## src/rtl/mha_pingpong_reader.sv

```systemverilog
`default_nettype none
// ============================================================================
// mha_pingpong_reader : two-bank tile store; full-word writes, per-module
// slice reads. Optional macro PINGPONG_OVERRUN_DET_EN adds overrun detection.
// Revision: 1.0
// ============================================================================
module mha_pingpong_reader #(
  parameter  int WIDTH         = 16,
  parameter  int BLOCK_SIZE    = 2,
  parameter  int TOTAL_MODULES = 4,
  parameter  int DEPTH         = 4,
  localparam int SLICE_W       = WIDTH * BLOCK_SIZE * BLOCK_SIZE,
  localparam int WORD_W        = SLICE_W * TOTAL_MODULES,
  localparam int MOD_W         = (TOTAL_MODULES > 1) ? $clog2(TOTAL_MODULES) : 1,
  localparam int ADDR_W        = (DEPTH > 1) ? $clog2(DEPTH) : 1
) (
  input  logic               clk,
  input  logic               rst,
  input  logic               in_valid,
  output logic               in_ready,
  input  logic [WORD_W-1:0]  in_data,
  output logic               out_valid,
  input  logic               out_ready,
  output logic [SLICE_W-1:0] out_data,
  output logic [MOD_W-1:0]   out_module,
  output logic               out_last,
  output logic               out_bank,
  output logic [1:0]         bank_full
`ifdef PINGPONG_OVERRUN_DET_EN
  ,
  output logic               overrun,
  output logic               overrun_pulse
`endif
);

  localparam logic [ADDR_W-1:0] ADDR_LAST = ADDR_W'(DEPTH - 1);
  localparam logic [MOD_W-1:0]  MOD_LAST  = MOD_W'(TOTAL_MODULES - 1);

  logic [WORD_W-1:0] mem_q [2][DEPTH];

  logic              wr_sel_q, wr_sel_d;
  logic [ADDR_W-1:0] wr_addr_q, wr_addr_d;
  logic              rd_sel_q, rd_sel_d;
  logic [ADDR_W-1:0] rd_addr_q, rd_addr_d;
  logic [MOD_W-1:0]  mod_q, mod_d;
  logic [1:0]        bank_full_q, bank_full_d;

  logic              wr_fire;
  logic              wr_last;
  logic              rd_fire;
  logic [WORD_W-1:0] rd_word;

  assign in_ready   = ~bank_full_q[wr_sel_q];
  assign out_valid  = bank_full_q[rd_sel_q];
  assign wr_fire    = in_valid & in_ready;
  assign wr_last    = (wr_addr_q == ADDR_LAST);
  assign rd_fire    = out_valid & out_ready;

  assign rd_word    = mem_q[rd_sel_q][rd_addr_q];
  assign out_data   = rd_word[mod_q*SLICE_W +: SLICE_W];
  assign out_module = mod_q;
  assign out_bank   = rd_sel_q;
  assign out_last   = (rd_addr_q == ADDR_LAST) && (mod_q == MOD_LAST);
  assign bank_full  = bank_full_q;

  // Set and clear of the full flags always hit different banks, so both
  // may be applied in the same cycle without priority.
  always_comb begin
    wr_sel_d    = wr_sel_q;
    wr_addr_d   = wr_addr_q;
    rd_sel_d    = rd_sel_q;
    rd_addr_d   = rd_addr_q;
    mod_d       = mod_q;
    bank_full_d = bank_full_q;

    if (wr_fire) begin
      if (wr_last) begin
        wr_addr_d             = '0;
        wr_sel_d              = ~wr_sel_q;
        bank_full_d[wr_sel_q] = 1'b1;
      end else begin
        wr_addr_d = wr_addr_q + 1'b1;
      end
    end

    if (rd_fire) begin
      if (out_last) begin
        bank_full_d[rd_sel_q] = 1'b0;
        rd_sel_d              = ~rd_sel_q;
        rd_addr_d             = '0;
        mod_d                 = '0;
      end else if (mod_q == MOD_LAST) begin
        mod_d     = '0;
        rd_addr_d = rd_addr_q + 1'b1;
      end else begin
        mod_d = mod_q + 1'b1;
      end
    end
  end

  always_ff @(posedge clk) begin
    if (rst) begin
      wr_sel_q    <= 1'b0;
      wr_addr_q   <= '0;
      rd_sel_q    <= 1'b0;
      rd_addr_q   <= '0;
      mod_q       <= '0;
      bank_full_q <= 2'b00;
    end else begin
      wr_sel_q    <= wr_sel_d;
      wr_addr_q   <= wr_addr_d;
      rd_sel_q    <= rd_sel_d;
      rd_addr_q   <= rd_addr_d;
      mod_q       <= mod_d;
      bank_full_q <= bank_full_d;
    end
  end

  // Storage has no reset; a bank is only exposed once fully rewritten.
  always_ff @(posedge clk) begin
    if (wr_fire) begin
      mem_q[wr_sel_q][wr_addr_q] <= in_data;
    end
  end

`ifdef PINGPONG_OVERRUN_DET_EN
  logic overrun_q, overrun_d;
  logic overrun_pulse_q, overrun_pulse_d;

  always_comb begin
    overrun_pulse_d = in_valid & ~in_ready;
    overrun_d       = overrun_q | overrun_pulse_d;
  end

  always_ff @(posedge clk) begin
    if (rst) begin
      overrun_q       <= 1'b0;
      overrun_pulse_q <= 1'b0;
    end else begin
      overrun_q       <= overrun_d;
      overrun_pulse_q <= overrun_pulse_d;
    end
  end

  assign overrun       = overrun_q;
  assign overrun_pulse = overrun_pulse_q;
`endif

endmodule
`default_nettype wire

```

## config.mk

```make
export PLATFORM = sky130hd
export DESIGN_NAME = mha_pingpong_reader
export DESIGN_NICKNAME = d
export VERILOG_FILES = /design/src/rtl/mha_pingpong_reader.sv
export SDC_FILE = /design/constraint.sdc
export NUM_CORES = 2
export LEC_CHECK = 0
export ABC_AREA = 1
export CORE_ASPECT_RATIO = 1.2
export CORE_UTILIZATION = 40
export DETAILED_ROUTE_END_ITERATION = 16
export PLACE_DENSITY = 0.64
export SKIP_LAST_GASP = 1
export SYNTH_ARGS = -nofsm -noshare
export SYNTH_HDL_FRONTEND = slang
export SYNTH_SLANG_ARGS = --single-unit
```

## constraint.sdc

```tcl
create_clock -name clk -period 21.4 [get_ports clk]
set_input_delay 3.21 -clock clk [delete_from_list [all_inputs] [get_ports clk]]
set_output_delay 3.21 -clock clk [all_outputs]
set_load 0.03 [all_outputs]
```

* After elaboration in Yosys (flattened, before gate mapping)
Memory sizes are Yosys's and may differ from the RTL's. A register that Yosys moved wholly into a read port is not among the register bits. Index checks and enable logic that the tools add are counted.
Operators by class: bitwise gates (word level) 10, shift operators 1, add/subtract/negate cells 3, equality and inequality tests 3, magnitude comparators 7, reduce and logical (&&, ||, !) cells 8, mux-type cells 26
Operators by type and width (number):
- $mux 1024 | 1
- $mux 256 | 3
- $bmux 256 s2 | 1
- $demux 256 s2 | 1
- $shiftx 256x9->64 | 1
- $mux 2 | 9
- $mux 1 | 9
- $add 2x1->2 const B | 3
- $eq 2x2->1 const B | 3
- $ge 3x3->1 const B | 2
- $not 2->3 | 2
- $reduce_and 2->1 | 3
- $logic_and 1x1->1 | 4
- $lt 1x2->1 const B | 2
- $lt 3x1->1 const B | 1
- $not 1->1 | 3
- $and 1x1->1 | 2
- $and 2x2->2 | 1
- $demux 1 s1 | 2
- $ge 1x1->1 const B | 2
- $not 2->2 | 1
- $or 2x2->2 | 1
- $reduce_bool 2->1 | 1
Word-level totals: register bits 10, bits of input ports 260, memory bits (writable) 2048, memories kept 1, word-level logic and storage cells 65
Memories:
- mem_q | words 2, width 1024, rd ports 1, clocked after memory_dff 1, wr ports 1, line 39 | logic [WORD_W-1:0] mem_q [2][DEPTH];

* Depth between registers and ports, before layout
word-level depth 10, depth in mapped cells 12, gate-level depth less buffers 9

* Worst setup path after synthesis
Ideal clock, no wire load.
path kind input -> register, start point input port in_valid, end point memory mem_q[0][256] (netlist bit), enable pin, arrival time 20640 ps, path buffers 0, setup slack -425 ps, stages on the path 2, path through nand2_1 -> nor3_1
Between the ends: cells in the longest elaborated chain, start to end 3
Ends and longest elaborated chain:
- start: declaration | line 19 | input logic in_valid,
- $and 1x1->1 | line 55 | assign wr_fire = in_valid & in_ready;
- $mux 1 | line 121 | if (wr_fire) begin
- $mux 1024 (not written as such) | line 122 | mem_q[wr_sel_q][wr_addr_q] <= in_data;
- end: declaration | line 39
No other way between the ends.

==> impl_metrics.py <==
metrics = {
    "pwr": {
        "switchingPower_mw": 1.79,
        "clkPwrFrac": 0.422,
        "leakage_nw": 32.6,
        "internal-power_mw": 6.74,
        "seqPwrFrac": 0.535,
        "powerDensity_nw_per_um2": 90.7,
        "switching_share": 0.210,
        "ir_worst_vdd_uv": 85.5,
        "power_frac_comb": 0.043,
    },
    "die": {
        "fp.dieW_microns": 415,
        "dieArea_sq_um": 207000,
        "io_pins": 332,
        "rows": 181,
        "start_util": 0.404,
        "die_h_microns": 498,
        "coreArea_sq_um": 203000,
    },
    "routing": {
        "vias": 53400,
        "wirelength_microns": 236000,
        "initialDrtViolationCount": 5283,
        "vias_per_cell": 5.51,
        "postRouteAntennaNets": 0,
        "drc_errors": 0,
        "wire_per_inst_microns": 24.3,
        "drt_pass1_iterations": 6,
    },
    "synthesis": {
        "synth_cells": 6669,
        "ys_ff_latch": 2059,
        "yosys.area.top_type": "edfxtp_1",
        "ys_types": 18,
        "syn_area_sq_um": 82000,
        "syn_avg_cell_area_sq_um": 12.3,
        "ys_warn_count": 0,
        "synth_nets": 6936,
        "synth_top_area_frac": 0.750,
        "ys_seq_area_frac": 0.753,
        "synth_area_leaders": "edfxtp_1, nand3_1, nand2_1, buf_2, buf_4",
    },
    "timing": {
        "setup_viol": 0,
        "final_max_slew_viol_count": 0,
        "finalCritPeriodShare": 0.458,
        "slew_headroom": 0.167,
        "rsz0062_at_grt": "no",
        "finClkSkew_ns": 0.0351,
        "max_freq_mhz": 102,
        "tightest_slew_ns": 1.25,
        "finalCriticalPeriod_ns": 9.81,
        "finalHoldViolCount": 0,
    },
    "global_route": {
        "antenna_found_initial": 113,
        "grt_pass1_vias": 51000,
        "grt_pass1_wl_microns": 342000,
        "grt_max_degree": 278,
        "grt-ovfl-total": 0,
        "grt_use_total": 0.224,
    },
    "clock_tree": {
        "cts-root-buf": "clkbuf_16",
        "clock_sinks": 2059,
        "htreeDepth": 4,
        "clock_path_buffers": 3,
        "cts_buffers": 204,
        "cts_tree": "done",
        "cts_hold_buf": 0,
        "post_cts_buffers": 0,
        "clk_pin_slew_ns": 0.06,
        "cts_resized": 0,
        "clk_latency_ns": 0.85,
    },
    "place": {
        "dp_cells": 9291,
        "place_congestion": 0.788,
        "hpwl_microns": 129000,
        "portBuffers": 331,
    },
    "worst_setup_path": {
        "worstPathMaxFanout": 112,
        "path_class": "reg -> out",
        "crit_arrival_ns": 6.60,
        "startpoint_type": "register",
        "required_ns": 18.19,
        "end_kind": "primary output",
    },
    "run_status": {
        "status": "complete, no violations",
    },
    "cells_and_area": {
        "synthToLayoutAreaGrowth_pct": 14.7,
        "stdcell_count": 9690,
        "drive_above_1_share": 0.0558,
        "fin_nets": 7111,
        "utilization": 0.463,
    },
    "hold_path": {
        "hold_class": "reg -> reg",
    },
    "flow_run": {
        "drv_cap": 0,
    },
}
==> synth_stat cells, drive strengths merged <==
master     n
nor3       6
nand3   1850
inv       14
and2       1
clkbuf    70
dfxtp     11
ha         7
nor2       8
edfxtp  2048
o21ai      9
clkinv     1
buf      369
a21oi      9
nand2   2266
==> per-layer routing <==
layer / global-route usage / up-vias / share of wire
met4: 0.109 / 68 / 0.046
li1: - / 24200 / -
met1: 0.286 / 26300 / 0.39
met5: 0 / - / 0.0018
met3: 0.0481 / 546 / 0.084
met2: 0.362 / 2326 / 0.48
==> sequential cells by signal, indices dropped and copies added (netlist names), named ones only <==
| register | flops |
|---|---|
| bank_full | 2 |
| mem_q | 2048 |
| out_bank | 1 |
| out_module | 2 |
| rd_addr_q | 2 |
| wr_addr_q | 2 |
| wr_sel_q | 1 |
==> power groups by stage <==
stage / clock [mW] / combinational (mW) / sequential (mW)
2_1_floorplan: 0 / 0.156 / 4.71
3_3_place_gp: 0 / 0.357 / 4.65
3_5_place_dp: 0 / 0.364 / 4.65
4_1_cts: 3.65 / 0.366 / 4.57
5_1_grt: 3.80 / 0.393 / 4.57
6_report: 3.60 / 0.363 / 4.57
==> worst paths after layout <==
path	startpoint	to	slack (ns)	cells past startpoint
worst max-delay path	register	out_data[51]	11.59	10
worst min-delay path	bank_full[0]$_SDFF_PP0_	bank_full[0]$_SDFF_PP0_	0.54	2
worst max register to register	wr_sel_q$_SDFFE_PP0P_	mem_q[0][716]$_DFFE_PP_	16.68	8
worst min register to register	bank_full[0]$_SDFF_PP0_	bank_full[0]$_SDFF_PP0_	0.54	2
==> critical path, cell delays in order, from the launching register on <==
cell	delay [ns]
dfxtp_4	0.99
buf_4	0.75
buf_4	0.88
buf_4	1.08
nand2_1	0.16
nand3_1	0.16
nand3_1	0.09
nand3_1	0.13
nand3_1	0.21
nand2_1	0.30
clkdlybuf4s50_1	0.72
==> cell type report <==
cell class	count	area [sq um]
Clock inverter	135	1440
Sequential cell	2059	61700
Multi-Input combinational cell	4156	18100
Fill cell	17600	109000
Clock buffer	237	5250
Inverter	15	106
Antenna cell	27	67.6
Tap cell	2653	3320
Timing Repair Buffer	408	4040
==> through the flow <==
stage	hold slack, ns	TNS, ns	cell area (sq um)	power (mW)	worst slack (ns)
CTS	0.541	0	93900	8.58	11.52
global route	0.569	0	94000	8.76	11.28
global placement	0.515	0	87300	5.01	12.52
detailed placement	0.532	0	87300	5.02	12.46
finish	0.537	0	94000	8.53	11.59
floorplan	0.490	-652.56	82000	4.87	-0.425
==> logic make-up (layout without fill, tap and decap cells) <==
kind of cell	after synthesis	after routing	synth area share
simple gates	4131	4131	0.218
flops	2059	2059	0.753
buf+inv	454	795	0.0274
compound gates	18	18	0.00110
fa+ha+maj	7	7	0.00107
other cells	0	27	0
==> placed cells by master (no fill, tap or decap) <==
cell type	instances
nand2_1	2266
clkbuf_16	205
dfxtp_1	6
nor2_1	6
diode_2	27
bufinv_16	27
inv_16	7
clkbuf_1	32
ha_1	7
nand3_1	1850
inv_4	1
o21ai_0	9
inv_1	10
dfxtp_4	5
inv_8	2
a21oi_1	9
edfxtp_1	2048
clkdlybuf4s50_1	331
nor2_4	2
clkinv_8	2
clkinv_2	43
and2_1	1
clkinv_1	44
buf_12	12
nor3_2	6
clkinv_4	2
buf_4	65
clkinvlp_4	5
inv_6	7
(Power assumes the default switching activity.)
